$ cat src/rtl/bar_meter_ctrl.sv
// Peak-hold / decay controller for an 8-LED thermometer bar decoder.
// Accepts 4-bit samples, holds the displayed peak for HOLD_TICKS, then decays one step per DECAY_TICKS.
module bar_meter_ctrl #(
  parameter int TICK_DIV    = 1000000,
  parameter int HOLD_TICKS  = 50,
  parameter int DECAY_TICKS = 5
) (
  input  logic       clk,
  input  logic       rst_n,
  input  logic       enable,
  input  logic       clear,
  input  logic       sample_valid,
  input  logic [3:0] sample,
  output logic       sample_ready,
  output logic [3:0] level,
  output logic [3:0] peak,
  output logic [1:0] state
);

  localparam int PW = $clog2(TICK_DIV);
  localparam int HW = (HOLD_TICKS  > 1) ? $clog2(HOLD_TICKS)  : 1;
  localparam int DW = (DECAY_TICKS > 1) ? $clog2(DECAY_TICKS) : 1;

  typedef enum logic [1:0] {
    IDLE  = 2'b00,
    HOLD  = 2'b01,
    DECAY = 2'b10
  } state_e;

  state_e          state_q, state_d;
  logic [3:0]      level_q, level_d;
  logic [3:0]      peak_q,  peak_d;
  logic [PW-1:0]   presc_q, presc_d;
  logic [HW-1:0]   hold_q,  hold_d;
  logic [DW-1:0]   decay_q, decay_d;

  logic accept;
  logic capture;
  logic tick;

  assign sample_ready = enable & ~clear;
  assign accept       = sample_valid & sample_ready;
  assign capture      = accept & (sample >= level_q) & (sample != 4'd0);
  assign tick         = sample_ready & (presc_q == PW'(TICK_DIV - 1));

  // NOTE: every *_d gets its current value first so no path through this block infers a latch.
  always_comb begin
    state_d = state_q;
    level_d = level_q;
    peak_d  = peak_q;
    hold_d  = hold_q;
    decay_d = decay_q;
    presc_d = (!sample_ready || tick) ? '0 : presc_q + PW'(1);

    if (clear) begin
      state_d = IDLE;
      level_d = 4'd0;
      peak_d  = 4'd0;
      hold_d  = '0;
      decay_d = '0;
    end else if (enable) begin
      if (accept && (sample > peak_q)) peak_d = sample;

      // A capture re-arms the hold and takes precedence over a coincident tick.
      if (capture) begin
        level_d = sample;
        hold_d  = '0;
        decay_d = '0;
        state_d = HOLD;
      end else if (tick) begin
        unique case (state_q)
          IDLE: ;
          HOLD: begin
            if (hold_q == HW'(HOLD_TICKS - 1)) begin
              state_d = DECAY;
              hold_d  = '0;
              decay_d = '0;
            end else begin
              hold_d = hold_q + HW'(1);
            end
          end
          DECAY: begin
            if (decay_q == DW'(DECAY_TICKS - 1)) begin
              decay_d = '0;
              if (level_q <= 4'd1) begin
                level_d = 4'd0;
                state_d = IDLE;
              end else begin
                level_d = level_q - 4'd1;
              end
            end else begin
              decay_d = decay_q + DW'(1);
            end
          end
          default: state_d = IDLE;
        endcase
      end
    end
  end

  // NOTE: state registers use non-blocking assignments so all flops update from the same pre-edge values.
  always_ff @(posedge clk or negedge rst_n) begin
    if (!rst_n) begin
      state_q <= IDLE;
      level_q <= 4'd0;
      peak_q  <= 4'd0;
      presc_q <= '0;
      hold_q  <= '0;
      decay_q <= '0;
    end else begin
      state_q <= state_d;
      level_q <= level_d;
      peak_q  <= peak_d;
      presc_q <= presc_d;
      hold_q  <= hold_d;
      decay_q <= decay_d;
    end
  end

  assign level = level_q;
  assign peak  = peak_q;
  assign state = state_q;

endmodule
$ cat config.mk
export PLATFORM = sky130hd
export DESIGN_NAME = bar_meter_ctrl
export DESIGN_NICKNAME = d
export VERILOG_FILES = /design/src/rtl/bar_meter_ctrl.sv
export SDC_FILE = /design/constraint.sdc
export NUM_CORES = 1
export LEC_CHECK = 0
export CAP_MARGIN = 5
export CORE_MARGIN = 2
export CORE_UTILIZATION = 53
export DETAILED_ROUTE_END_ITERATION = 7
export GPL_TIMING_DRIVEN = 1
export PLACE_DENSITY = 0.88
export SLEW_MARGIN = 30
export SYNTH_ARGS = -nofsm -noshare
export SYNTH_HDL_FRONTEND = slang
export SYNTH_SLANG_ARGS = --single-unit
$ cat constraint.sdc
create_clock -name clk -period 1.93 [get_ports clk]
set_input_delay 0.2895 -clock clk [delete_from_list [all_inputs] [get_ports clk]]
set_output_delay 0.2895 -clock clk [all_outputs]
set_load 0.01 [all_outputs]
==> metrics.txt <==
RSZ-0062 raised after global routing=yes; syn_nets=291; number of H-tree levels=2; final setup vio count=13; fmax=492 MHz; Warnings, synthesis=0; cells after synthesis=264; Num CTS Buffers=5; Clock Skews=0.0154 ns; Max VDD drop=0.531 mV; Power Dens Cells=744 nW/µm²; TritonCTS clock tree=built; most frequent cells in the layout=buf_4, dfrtp_1, nor2_1; crit path max fanout=3; I/O Pins=20; Congestion Overflow GR=0; CP cell instances=inv_2, ha_4, o21a_1, o2111ai_2, nor2_2, or4_1, mux2i_1; # rows=25; Synth async-reset ratio=100%; DP Wirelength=4840 µm; Final Max Tran Viols=0; placed cell area=3190 µm²; Clock Pin Slew Worst Setup and Hold Paths=0.08 ns; fin nets=385; post-detailed-route wirelength per cell=22.5 µm; core area=4630 µm²; Yosys reg bits=39; final worst setup slack=-0.104 ns; crit path buf inv count=1; Synth area leader=dfrtp_1; most common cell after layout, fill and taps aside=buf_4; Least-Margin Pin Slew=0.394 ns; crit-path max cell delay=0.43 ns; Via Count=2718; drt drc=0; Num Clock Sinks=39; Starting Density=54.1%; Filler cells=247; status=finished with violations; post-route cell area=3720 µm²; layout cells sized above 1=39.3%; drt initial violations=288; hold crit path type=input port to async pin; FF-to-FF path depth=7; Power Total=0.00277 W; largest net degree at the start of global routing=22; Final GP Congestion=0.885; CP Class=register to register; post-layout min period=2.03 ns; Post-Synthesis Cell Area=2500 µm²; first-pass GRT wire length=13300 µm; arrival time at the worst endpoint=2.26 ns; via density per instance=6.58; kind of end point of the critical path=register; buffers added on ports=19; EDFF count, synth=0; MaxCap Viol Count=0; CP top delay family=simple AND/OR/NAND/NOR gates; final wirelength=9300 µm; Worst Setup Start Kind=register; r2r startpoint=level[2]$_DFFE_PN0P_; number of global-route vias before repair=2724; die area=5290 µm²; post-synthesis sequential area ratio=39.0%; die width=72.7 µm; Critical-path top delay cell=or4_1; Pre-Repair DR Iteration Count=6; initial antenna violation count=0; diode count=0; final hold violation count=0; die height=72.7 µm; mean area per synthesized cell=9.48 µm²; top cells by area, synth=dfrtp_1, ha_1, nor2_1; Root Buffer=clkbuf_8; end of the worst register-to-register path=decay_q[0]$_DFFE_PN0P_; All-Layer GR Usage=33.5%; Worst R2R Setup Slack=-0.10 ns; top_reg_cell synth=dfrtp_1; Leakage Power=1.60 nW; Yosys top cell area share=39.0%; Clk Latency, worst-skew pair=0.31 ns; Distinct cells, synth=54; P&R area growth vs syn=48.7%; Longest Clk Path Bufs=2; failing checks=setup timing; Antenna Nets Post-Route=0; final worst path period share=105%; max_slew headroom=73.7%; Worst Path Required=2.16 ns
-- per-stage QoR --
step	setup TNS, ns	std cells	util (%)	hold WS [ns]	setup WS [ns]
global placement	-5.67	388	69.0	0.0777	-0.361
detailed placement	-6.95	388	69.0	0.0864	-0.460
floorplan	-0.000976	264	-	-0.00609	-0.000976
finish	-0.557	413	80.4	0.297	-0.104
CTS	-0.202	410	76.1	0.292	-0.0404
global route	-1.25	413	80.4	0.319	-0.125
-- cell usage after synthesis (all sizes together), types with 2 or more instances --
master,number
and3,2
nand4,10
nand2,28
nor3,7
o21a,5
xnor2,8
ha,18
nor2b,4
a22oi,3
nand4bb,2
nand3,11
o2111ai,4
o221ai,2
o21ai,6
or4,3
xor2,11
nor4,3
mux2i,8
a21oi,3
mux2,4
nor4b,3
nor2,36
and4,3
dfrtp,39
and2,2
inv,21
clkbuf,2
-- per-layer routing --
layer | routed length (µm) | global-route usage, % | vias to the layer above | share of wire, %
met1 | 3410 | 37.2 | 1303 | 37
li1 | - | - | 1136 | -
met4 | 670 | 21.4 | 0 | 7.2
met2 | 4560 | 58.2 | 208 | 49
met3 | 658 | 6.77 | 71 | 7.1
met5 | 0 | 0 | - | 0
-- area by class of cell --
class,instances,area (µm²),area share [%]
clock inverter,2,60.1,1.61
clock buffer,6,72.6,1.95
tap,54,67.6,1.82
multi-input combinational,201,1730,46.4
inverter,21,78.8,2.12
timing repair buffer,90,739,19.9
sequential,39,977,26.3
-- registers in the layout, summed over array words and instances, names as in the netlist --
signal,count
level,4
hold_q,6
state,2
presc_q,20
peak,4
decay_q,3
-- power breakdown --
group | internal, W | switching (W)
combinational | 0.000490 | 0.000535
clock | 0.000517 | 0.000326
sequential | 0.000857 | 0.0000440
-- how the worst max path moves through the flow --
stage	to	startpoint	cells after the start	slack, ns
3_3_place_gp	hold_q[0]$_DFFE_PN0P_	sample[2]	8	-0.36
6_report	decay_q[0]$_DFFE_PN0P_	level[2]$_DFFE_PN0P_	7	-0.10
2_1_floorplan	state[0]$_DFFE_PN0P_	level[1]$_DFFE_PN0P_	7	-0.001
4_1_cts	peak[2]$_DFFE_PN0P_	peak[1]$_DFFE_PN0P_	7	-0.04
5_1_grt	decay_q[2]$_DFFE_PN0P_	hold_q[1]$_DFFE_PN0P_	7	-0.13
3_5_place_dp	hold_q[1]$_DFFE_PN0P_	sample[2]	8	-0.46
-- kinds of logic after synthesis --
kind of cell / share of synthesized area, %
simple gates: 25.5
flops: 39.0
compound gates: 11.0
buf+inv: 3.80
xor+xnor: 6.65
fa+ha+maj: 9.00
mux: 5.00
-- repair_timing --
item                                    4_1_cts  5_1_grt
endpoints found under the hold margin        18        0
endpoints found under the setup margin       19       21
buffers inserted                             13        3
hold buffers                                  1        0
pin swaps                                     8       23
resized for setup                            26       40
(Power assumes the default switching activity.)
